[config.mk]
export PLATFORM = sky130hd
export DESIGN_NAME = pr_bus_arbiter_flat
export DESIGN_NICKNAME = d
export VERILOG_FILES = /design/src/rtl/pr_bus_arbiter_if.sv /design/src/rtl/pr_bus_arbiter.sv /design/src/flat_wrapper.sv
export SDC_FILE = /design/constraint.sdc
export NUM_CORES = 1
export LEC_CHECK = 0
export ABC_CLOCK_PERIOD_IN_PS = 2450
export BUFFER_PORTS_ARGS = -buffer_cell sky130_fd_sc_hd__buf_4
export CAP_MARGIN = 20
export CORE_ASPECT_RATIO = 1.25
export CORE_UTILIZATION = 35
export DETAILED_ROUTE_END_ITERATION = 6
export HOLD_SLACK_MARGIN = 0.03
export PLACE_DENSITY = 0.65
export SLEW_MARGIN = 40
export SYNTH_ARGS = -nofsm -noshare
export SYNTH_HDL_FRONTEND = slang
export SYNTH_SLANG_ARGS = --single-unit
[constraint.sdc]
create_clock -name clk -period 2.45 [get_ports clk]
set_input_delay 0.1225 -clock clk [delete_from_list [all_inputs] [get_ports clk]]
set_output_delay 0.1225 -clock clk [all_outputs]
set_load 0.01 [all_outputs]
[src/rtl/pr_bus_arbiter_if.sv]
// Bus bundle between the two peripheral masters, the arbiter and the timer devices.
// slave: arbiter view; master: environment view (masters plus timer read data).
interface pr_bus_arbiter_if;
  localparam int unsigned AW  = 32;
  localparam int unsigned DW  = 32;
  localparam int unsigned WAW = 30;

  logic           m0_req;
  logic           m1_req;
  logic           m0_we;
  logic           m1_we;
  logic [AW-1:0]  m0_addr;
  logic [AW-1:0]  m1_addr;
  logic [DW-1:0]  m0_wdata;
  logic [DW-1:0]  m1_wdata;
  logic           m0_ack;
  logic           m1_ack;
  logic [DW-1:0]  m0_rdata;
  logic [DW-1:0]  m1_rdata;
  logic           m0_err;
  logic           m1_err;
  logic [WAW-1:0] dev_addr;
  logic [DW-1:0]  dev_wd;
  logic           dev_we0;
  logic           dev_we1;
  logic [DW-1:0]  dev_rd0;
  logic [DW-1:0]  dev_rd1;
  logic           owner;

  modport slave (
    input  m0_req, m1_req, m0_we, m1_we, m0_addr, m1_addr, m0_wdata, m1_wdata,
    input  dev_rd0, dev_rd1,
    output m0_ack, m1_ack, m0_rdata, m1_rdata, m0_err, m1_err,
    output dev_addr, dev_wd, dev_we0, dev_we1, owner
  );

  modport master (
    output m0_req, m1_req, m0_we, m1_we, m0_addr, m1_addr, m0_wdata, m1_wdata,
    output dev_rd0, dev_rd1,
    input  m0_ack, m1_ack, m0_rdata, m1_rdata, m0_err, m1_err,
    input  dev_addr, dev_wd, dev_we0, dev_we1, owner
  );
endinterface

[src/rtl/pr_bus_arbiter.sv]
// Two-master arbiter/bridge onto the timer 0/1 device bus with window decode and registered response.
// Define PR_ARB_FIXED_PRIO_EN to make m0 win every tie instead of round-robin.
module pr_bus_arbiter #(
  parameter logic [31:0] TC0_BASE  = 32'h0000_7F00,
  parameter logic [31:0] TC1_BASE  = 32'h0000_7F10,
  parameter int unsigned WIN_BYTES = 12
) (
  input  logic             clk,
  input  logic             reset,
  pr_bus_arbiter_if.slave  bus
);

  localparam int unsigned AW = 32;
  localparam int unsigned DW = 32;

  typedef enum logic [1:0] {
    IDLE   = 2'd0,
    ACCESS = 2'd1,
    RESP   = 2'd2
  } state_t;

  state_t        state_q, state_d;
  logic          owner_q, owner_d;
  logic          we_q, we_d;
  logic [AW-1:0] addr_q, addr_d;
  logic [DW-1:0] wd_q, wd_d;
  logic          ack0_q, ack0_d, ack1_q, ack1_d;
  logic          err0_q, err0_d, err1_q, err1_d;
  logic [DW-1:0] rdata0_q, rdata0_d, rdata1_q, rdata1_d;

  logic          sel0_c, sel1_c, hit_c, win_c;
  logic          we0_c, we1_c;
  logic [DW-1:0] resp_data_c;

  // Window decode on the latched byte address; only word-aligned hits count.
  assign sel0_c = (addr_q >= TC0_BASE) && (addr_q < (TC0_BASE + AW'(WIN_BYTES)))
                  && (addr_q[1:0] == 2'b00);
  assign sel1_c = (addr_q >= TC1_BASE) && (addr_q < (TC1_BASE + AW'(WIN_BYTES)))
                  && (addr_q[1:0] == 2'b00);
  assign hit_c  = sel0_c | sel1_c;

  // Read data returned to the owner: zero for writes and decode errors.
  always_comb begin
    resp_data_c = '0;
    if (!we_q && sel0_c) begin
      resp_data_c = bus.dev_rd0;
    end else if (!we_q && sel1_c) begin
      resp_data_c = bus.dev_rd1;
    end
  end

  // Grant selection for the IDLE cycle.
`ifdef PR_ARB_FIXED_PRIO_EN
  assign win_c = ~bus.m0_req;
`else
  assign win_c = (bus.m0_req && bus.m1_req) ? ~owner_q : bus.m1_req;
`endif

  // Next-state and output decode.
  always_comb begin
    state_d  = state_q;
    owner_d  = owner_q;
    we_d     = we_q;
    addr_d   = addr_q;
    wd_d     = wd_q;
    ack0_d   = 1'b0;
    ack1_d   = 1'b0;
    err0_d   = 1'b0;
    err1_d   = 1'b0;
    rdata0_d = '0;
    rdata1_d = '0;
    we0_c    = 1'b0;
    we1_c    = 1'b0;

    case (state_q)
      IDLE: begin
        if (bus.m0_req || bus.m1_req) begin
          owner_d = win_c;
          we_d    = win_c ? bus.m1_we    : bus.m0_we;
          addr_d  = win_c ? bus.m1_addr  : bus.m0_addr;
          wd_d    = win_c ? bus.m1_wdata : bus.m0_wdata;
          state_d = ACCESS;
        end
      end
      ACCESS: begin
        we0_c = we_q & sel0_c;
        we1_c = we_q & sel1_c;
        if (owner_q) begin
          ack1_d   = 1'b1;
          err1_d   = ~hit_c;
          rdata1_d = resp_data_c;
        end else begin
          ack0_d   = 1'b1;
          err0_d   = ~hit_c;
          rdata0_d = resp_data_c;
        end
        state_d = RESP;
      end
      RESP: begin
        state_d = IDLE;
      end
      default: begin
        state_d = IDLE;
      end
    endcase
  end

  // State and response registers.
  always_ff @(posedge clk or negedge reset) begin
    if (!reset) begin
      state_q  <= IDLE;
      owner_q  <= 1'b1;
      we_q     <= 1'b0;
      addr_q   <= '0;
      wd_q     <= '0;
      ack0_q   <= 1'b0;
      ack1_q   <= 1'b0;
      err0_q   <= 1'b0;
      err1_q   <= 1'b0;
      rdata0_q <= '0;
      rdata1_q <= '0;
    end else begin
      state_q  <= state_d;
      owner_q  <= owner_d;
      we_q     <= we_d;
      addr_q   <= addr_d;
      wd_q     <= wd_d;
      ack0_q   <= ack0_d;
      ack1_q   <= ack1_d;
      err0_q   <= err0_d;
      err1_q   <= err1_d;
      rdata0_q <= rdata0_d;
      rdata1_q <= rdata1_d;
    end
  end

  // Strobes decode straight from state so an async reset drops them at once.
  assign bus.dev_we0  = we0_c;
  assign bus.dev_we1  = we1_c;
  assign bus.dev_addr = addr_q[AW-1:2];
  assign bus.dev_wd   = wd_q;
  assign bus.owner    = owner_q;
  assign bus.m0_ack   = ack0_q;
  assign bus.m1_ack   = ack1_q;
  assign bus.m0_err   = err0_q;
  assign bus.m1_err   = err1_q;
  assign bus.m0_rdata = rdata0_q;
  assign bus.m1_rdata = rdata1_q;

endmodule

[src/flat_wrapper.sv]
// flat-port wrapper written by rule: the top's interface ports become plain ports
module pr_bus_arbiter_flat 
#(
  parameter logic [31:0] TC0_BASE  = 32'h0000_7F00,
  parameter logic [31:0] TC1_BASE  = 32'h0000_7F10,
  parameter int unsigned WIN_BYTES = 12
)
  (clk, reset, bus_m0_req, bus_m1_req, bus_m0_we, bus_m1_we, bus_m0_addr, bus_m1_addr, bus_m0_wdata, bus_m1_wdata, bus_dev_rd0, bus_dev_rd1, bus_m0_ack, bus_m1_ack, bus_m0_rdata, bus_m1_rdata, bus_m0_err, bus_m1_err, bus_dev_addr, bus_dev_wd, bus_dev_we0, bus_dev_we1, bus_owner);
  pr_bus_arbiter_if bus_i ();
  input  logic clk;
  input  logic reset;
  input wire logic [$bits(bus_i.m0_req)-1:0] bus_m0_req;
  input wire logic [$bits(bus_i.m1_req)-1:0] bus_m1_req;
  input wire logic [$bits(bus_i.m0_we)-1:0] bus_m0_we;
  input wire logic [$bits(bus_i.m1_we)-1:0] bus_m1_we;
  input wire logic [$bits(bus_i.m0_addr)-1:0] bus_m0_addr;
  input wire logic [$bits(bus_i.m1_addr)-1:0] bus_m1_addr;
  input wire logic [$bits(bus_i.m0_wdata)-1:0] bus_m0_wdata;
  input wire logic [$bits(bus_i.m1_wdata)-1:0] bus_m1_wdata;
  input wire logic [$bits(bus_i.dev_rd0)-1:0] bus_dev_rd0;
  input wire logic [$bits(bus_i.dev_rd1)-1:0] bus_dev_rd1;
  output wire logic [$bits(bus_i.m0_ack)-1:0] bus_m0_ack;
  output wire logic [$bits(bus_i.m1_ack)-1:0] bus_m1_ack;
  output wire logic [$bits(bus_i.m0_rdata)-1:0] bus_m0_rdata;
  output wire logic [$bits(bus_i.m1_rdata)-1:0] bus_m1_rdata;
  output wire logic [$bits(bus_i.m0_err)-1:0] bus_m0_err;
  output wire logic [$bits(bus_i.m1_err)-1:0] bus_m1_err;
  output wire logic [$bits(bus_i.dev_addr)-1:0] bus_dev_addr;
  output wire logic [$bits(bus_i.dev_wd)-1:0] bus_dev_wd;
  output wire logic [$bits(bus_i.dev_we0)-1:0] bus_dev_we0;
  output wire logic [$bits(bus_i.dev_we1)-1:0] bus_dev_we1;
  output wire logic [$bits(bus_i.owner)-1:0] bus_owner;
  assign bus_i.m0_req = bus_m0_req;
  assign bus_i.m1_req = bus_m1_req;
  assign bus_i.m0_we = bus_m0_we;
  assign bus_i.m1_we = bus_m1_we;
  assign bus_i.m0_addr = bus_m0_addr;
  assign bus_i.m1_addr = bus_m1_addr;
  assign bus_i.m0_wdata = bus_m0_wdata;
  assign bus_i.m1_wdata = bus_m1_wdata;
  assign bus_i.dev_rd0 = bus_dev_rd0;
  assign bus_i.dev_rd1 = bus_dev_rd1;
  assign bus_m0_ack = bus_i.m0_ack;
  assign bus_m1_ack = bus_i.m1_ack;
  assign bus_m0_rdata = bus_i.m0_rdata;
  assign bus_m1_rdata = bus_i.m1_rdata;
  assign bus_m0_err = bus_i.m0_err;
  assign bus_m1_err = bus_i.m1_err;
  assign bus_dev_addr = bus_i.dev_addr;
  assign bus_dev_wd = bus_i.dev_wd;
  assign bus_dev_we0 = bus_i.dev_we0;
  assign bus_dev_we1 = bus_i.dev_we1;
  assign bus_owner = bus_i.owner;
  pr_bus_arbiter #(.TC0_BASE(TC0_BASE), .TC1_BASE(TC1_BASE), .WIN_BYTES(WIN_BYTES)) u_core (.clk(clk), .reset(reset), .bus(bus_i));
endmodule
# ---- Word-level counts from Yosys, hierarchy flattened
# Index checks and enable logic that the tools add are counted.
dict set report totals {
  register_bits 136
  latch_bits 0
  ramBits 0
  romBits 0
  output_inout_bits 133
  word_cells 56
  mem_count 0
}
dict set report classes {
  add_sub_neg 0
  n_mul 0
  div 0
  order_cmp 4
  eq_ne 2
  n_shift 0
  muxes 22
  n_bitwise 5
  n_reduce_logical 12
}
# cell n
set ops {}
lappend ops {{two-way mux 32 bit} 8}
lappend ops {{greater-or-equal comparator 32 x 15 -> 1 bit (second input constant)} 2}
lappend ops {{< comparator 32 x 15 -> 1 bit (second input constant)} 2}
lappend ops {{two-way mux 1 bit} 12}
lappend ops {{logical AND 1 bit} 7}
lappend ops {{zero test 2 bit} 2}
lappend ops {{one-hot mux 2 bit (2 select lines)} 1}
lappend ops {{bitwise AND 1 bit} 2}
lappend ops {{equality test 2 x 1 -> 1 bit (second input constant)} 1}
lappend ops {{two-way mux 2 bit} 1}
lappend ops {{inequality test 2 x 1 -> 1 bit (second input constant)} 1}
lappend ops {{NOT 1 bit} 2}
lappend ops {{AND reduction 2 bit} 1}
lappend ops {{zero test 1 bit} 1}
lappend ops {{logical OR 1 bit} 1}
lappend ops {{bitwise OR 1 bit} 1}

# ---- Logic depth before layout (Yosys ltp)
dict set report logic_depth {
  ltp_word 8
  depth_mapped 7
  mapped_depth_nobuf 4
}

# ---- Least setup slack after synthesis
# OpenSTA, ideal clock, no wires.
dict set report synth_timing {
  kind {reg-to-reg}
  from {register u_core.addr_q[27]}
  to {register u_core.rdata0_q[10], in the netlist u_core.bus.m0_rdata[10]}
  arrival_time_ns 1.764
  t_required_ns 2.362
  slack_ns 0.598
  path_stages_with_launch 8
  cell_sequence {dfrtp_1 nor4_1 nand4_1 or4_1 buf_2 buf_6 buf_8 a211oi_2}
}
dict set report synth_between {
  elab_chain_cells 8
  elab_cells_between_ends 14
  cone_classes {order compare: 4; mux: 4; reduce/logical: 6}
}
# item line_no
set synth_rtl {}
lappend synth_rtl {{from (decl)} pr_bus_arbiter.sv:25} ;# logic [AW-1:0] addr_q, addr_d;
lappend synth_rtl {{from (signal assigned)} pr_bus_arbiter.sv:126} ;# addr_q <= addr_d;
lappend synth_rtl {{greater-or-equal comparator 32 x 15 -> 1 bit / < comparator 32 x 15 -> 1 bit (equally long branches)} pr_bus_arbiter.sv:38} ;# assign sel1_c = (addr_q >= TC1_BASE) && (addr_q < (TC1_BASE + AW'(WIN_BYTES)))
lappend synth_rtl {{logical AND 1 bit} pr_bus_arbiter.sv:38}
lappend synth_rtl {{logical AND 1 bit} pr_bus_arbiter.sv:39} ;# && (addr_q[1:0] == 2'b00);
lappend synth_rtl {{logical AND 1 bit} pr_bus_arbiter.sv:47} ;# end else if (!we_q && sel1_c) begin
lappend synth_rtl {{two-way mux 32 bit} pr_bus_arbiter.sv:47}
lappend synth_rtl {{two-way mux 32 bit *} pr_bus_arbiter.sv:45} ;# if (!we_q && sel0_c) begin
lappend synth_rtl {{two-way mux 32 bit *} pr_bus_arbiter.sv:88} ;# if (owner_q) begin
lappend synth_rtl {{two-way mux 32 bit *} pr_bus_arbiter.sv:75} ;# case (state_q)
lappend synth_rtl {{via u_core.rdata0_d[10]} pr_bus_arbiter.sv:29} ;# logic [DW-1:0] rdata0_q, rdata0_d, rdata1_q, rdata1_d;
lappend synth_rtl {{to (signal assigned)} pr_bus_arbiter.sv:132} ;# rdata0_q <= rdata0_d;
lappend synth_rtl {{to (decl)} pr_bus_arbiter.sv:29}
# Mark *: on every way through the listed nets, which the timed path passes. The rest lies on a longest branch.
# A chain may end at the register's enable or synchronous reset.

# ---- Worst setup path after layout
dict set report layout_timing {
  from {register u_core.addr_q[20]}
  to {output port bus_dev_we1}
}
dict set report layout_between {
  elab_chain_cells 5
  elab_cells_between_ends 6
  cone_classes {order compare: 2; mux: 1; bitwise: 1; reduce/logical: 2}
}
# item line_no
set layout_rtl {}
lappend layout_rtl {{greater-or-equal comparator 32 x 15 -> 1 bit / < comparator 32 x 15 -> 1 bit (equally long branches)} pr_bus_arbiter.sv:38}
lappend layout_rtl {{logical AND 1 bit *} pr_bus_arbiter.sv:38}
lappend layout_rtl {{logical AND 1 bit *} pr_bus_arbiter.sv:39}
lappend layout_rtl {{bitwise AND 1 bit *} pr_bus_arbiter.sv:87} ;# we1_c = we_q & sel1_c;
lappend layout_rtl {{two-way mux 1 bit *} pr_bus_arbiter.sv:75}
lappend layout_rtl {{to (decl)} flat_wrapper.sv:31} ;# output wire logic [$bits(bus_i.dev_we1)-1:0] bus_dev_we1;
# Mark *: on every way between the ends. The rest lies on a longest branch, timed or not.

==> flow_metrics.tcl <==
set metrics [dict create \
    outcome "completed" \
    syn_inst 567 \
    drt_iter0_markers 214 \
    antenna_cells 0 \
    power.share.clock_pct 27.7 \
    rsz0062_at_grt "true" \
    dr.pass1.iters 4 \
    tightest_slew_ps 576.6 \
    grt_max_degree 66 \
    fin_crit_sh_pct 97.94 \
    ir_drop_mv 0.5384 \
    rrSetupSlack_ps 60 \
    drv_cap 0 \
    clock.fmax_mhz 416.7 \
    wirelength_mm 21.44 \
    die_width_um 120.3 \
    design_area_um2 10980 \
    dp_hpwl_mm 13.36 \
    worst_setup_path_end_kind "primary output" \
    overflow 0 \
    layout.nets 1213 \
    wl_per_cell_um 17.19 \
    synth_edf_count 0 \
    rr_worst_depth 7 \
    hp-class "in2reg" \
    clk_latency_ps 410 \
    seq_area_um2 3405 \
    synth-seq-cells 136 \
    htreeDepth 4 \
    num_rows 53 \
    path_class "reg2out" \
    start_util_pct 36.06 \
    crit_fanout 9 \
    io_pins 331 \
    portBuffers 330 \
    intPower_w 0.006629 \
    total_power_w 0.01029 \
    clk_transition_reported_paths_ps 60 \
    synth.cell_area_um2 6122 \
    multi_input_area_um2 2366 \
    cts_max_path_buffers 2 \
    comb_power_share_pct 40.3 \
    seq_power_share_pct 32.0 \
    fill_cells 1344 \
    hold_depth 3 \
    min_period_ps 2400 \
    cts_tree "built" \
    synth_nets 765 \
    gp_congestion 0.7840 \
    cts_inserted_buffers 17 \
    power.density_nw_per_um2 937.9 \
    vias 6115 \
    p_switching_w 0.003665 \
    fin_util_pct 64.65 \
    slew_headroom_pct 61.56 \
    grt_pass1_vias 6345 \
    placed_area_um2 8653 \
    leakage_nw 5.073 \
    hold_violations 0 \
    crit_required_ps 2330 \
    antenna_found_initial 0 \
    ant_nets 0 \
    core_area_um2 16980 \
    drc 0 \
    vias_per_cell 4.904 \
    layout-drive-gt1-share_pct 41.09 \
    crit_path_start_kind "register" \
    finalSetupViolCount 0 \
    drv_slew 0 \
    die_y_um 149.9 \
    yosysUniqueCellTypes 28 \
    die_area_um2 18030 \
    arrival_ps 2280 \
    async_flop_share_pct 100.0 \
    area_growth_pct 79.28 \
    cts_sinks 136 \
    synth-main-ff-cell "dfrtp_1" \
    grt_pass1_wl_mm 32.70 \
    synth_area_per_cell_um2 10.80 \
    fin_skew_ps 8.504 \
    swShare_pct 35.60 \
    setup-tns-final_ps 0 \
    root_buffer "clkbuf_16" \
    ys_seq_area_share_pct 55.61 \
    yosys_warnings 0 \
    grtUsageTotal_pct 23.82 \
]
==> layer usage <==
metal | routed length (um) | vias to the layer above | global-route usage [%]
met3 | 1806 | 34 | 7.508
met1 | 8075 | 2914 | 26.40
met5 | 0 | - | 0
met2 | 11000 | 286 | 41.87
met4 | 563 | 0 | 10.12
li1 | - | 2881 | -
==> synthesized netlist by cell type, types with 2 or more instances <==
cell type | number | area, um^2
nor2_1 | 71 | 266.5
a21oi_1 | 67 | 335.3
nand2_1 | 34 | 127.6
nor2b_1 | 2 | 12.51
dfrtp_1 | 135 | 3378
mux2i_1 | 65 | 650.6
and2_1 | 2 | 12.51
buf_4 | 30 | 225.2
a211oi_1 | 44 | 330.3
nand4b_1 | 2 | 17.52
clkbuf_1 | 25 | 93.84
nand2b_1 | 2 | 12.51
a211oi_2 | 20 | 250.2
buf_8 | 2 | 30.03
nand4_1 | 2 | 12.51
nor4_1 | 4 | 25.02
buf_2 | 11 | 55.05
o21a_1 | 3 | 22.52
o21ai_0 | 32 | 160.2
buf_1 | 6 | 22.52
==> layout make-up <==
type	count	area share, %
timing repair buffer	504	38.90
sequential	136	31.02
multi-input combinational	356	21.56
clock buffer	20	4.252
tap	220	2.508
clock inverter	11	1.767
==> critical path: stages (launching register included) <==
cell,delay [ps]
dfrtp_1,410
nor4_2,310
nand4_1,130
or4_4,580
buf_12,170
nor2_2,140
buf_6,120
==> through the flow <==
step                hold WS [ps]  std cells  setup WS, ps
global placement           141.5       1057         200.6
detailed placement         142.1       1057         41.28
floorplan                 -173.1        567         598.3
finish                     41.56       1247         50.45
global route               40.85       1247        -17.62
CTS                        30.49       1240         16.40
==> state kept, by name, summed over array words and instances, names as in the netlist <==
register and cells:
u_core.bus.m0_ack 1, u_core.bus.owner 1, u_core.bus.m1_err 1, u_core.bus.m1_ack 1, u_core.we_q 1, u_core.bus.m0_rdata 32, u_core.state_q 2, u_core.bus.m0_err 1
u_core.bus.m1_rdata 32, u_core.addr_q 32, u_core.bus.dev_wd 32
==> worst paths after layout <==
| check | end | startpoint |
|---|---|---|
| hold / removal | u_core.bus.m0_rdata[31]$_DFF_PN0_ | bus_dev_rd1[31] |
| setup / recovery | bus_dev_we1 | u_core.addr_q[20]$_DFFE_PN0P_ |
| hold reg to reg | u_core.state_q[1]$_DFFE_PN0P_ | u_core.state_q[1]$_DFFE_PN0P_ |
| setup reg to reg | u_core.bus.m1_rdata[5]$_DFF_PN0_ | u_core.addr_q[20]$_DFFE_PN0P_ |
| min in group asynchronous | u_core.bus.m0_rdata[2]$_DFF_PN0_ | reset |
| max in group asynchronous | u_core.bus.dev_wd[22]$_DFFE_PN0P_ | reset |
==> cells in the final DEF, fill, tap and decap left out, types with 3 or more instances in the layout <==
cell	n
mux2i_1	65
a21oi_1	66
nand2_1	34
clkbuf_8	3
o21ai_0	32
nor4_2	4
buf_4	346
buf_12	5
dlygate4sd3_1	149
nor2_1	69
a211oi_2	22
a211oi_1	42
clkbuf_16	18
dfrtp_1	135
bufinv_16	5
==> cells by family after synthesis <==
family | Yosys count | synth area share, %
compound gates | 169 | 18.29
flops | 136 | 55.61
simple gates | 122 | 8.318
buf+inv | 75 | 7.153
mux | 65 | 10.63
==> power groups by stage <==
stage | combinational, W | sequential (W) | clock [W]
4_1_cts | 0.00408 | 0.00329 | 0.00292
2_1_floorplan | 0.00217 | 0.00334 | 0
6_report | 0.00415 | 0.00329 | 0.00286
3_5_place_dp | 0.00375 | 0.00328 | 0
5_1_grt | 0.00454 | 0.00337 | 0.00300
3_3_place_gp | 0.00375 | 0.00326 | 0
==> repair_timing <==
item / in CTS / in global routing
hold buffers: 149 / 0
endpoints found under the hold margin: 174 / 0
setup buffers: 2 / 6
resized for setup: 6 / 5
gates cloned: 1 / 1
pin swaps: 2 / 4
setup endpoints to repair: 2 / 2
No activity file was read; power rests on OpenSTA's default activity.
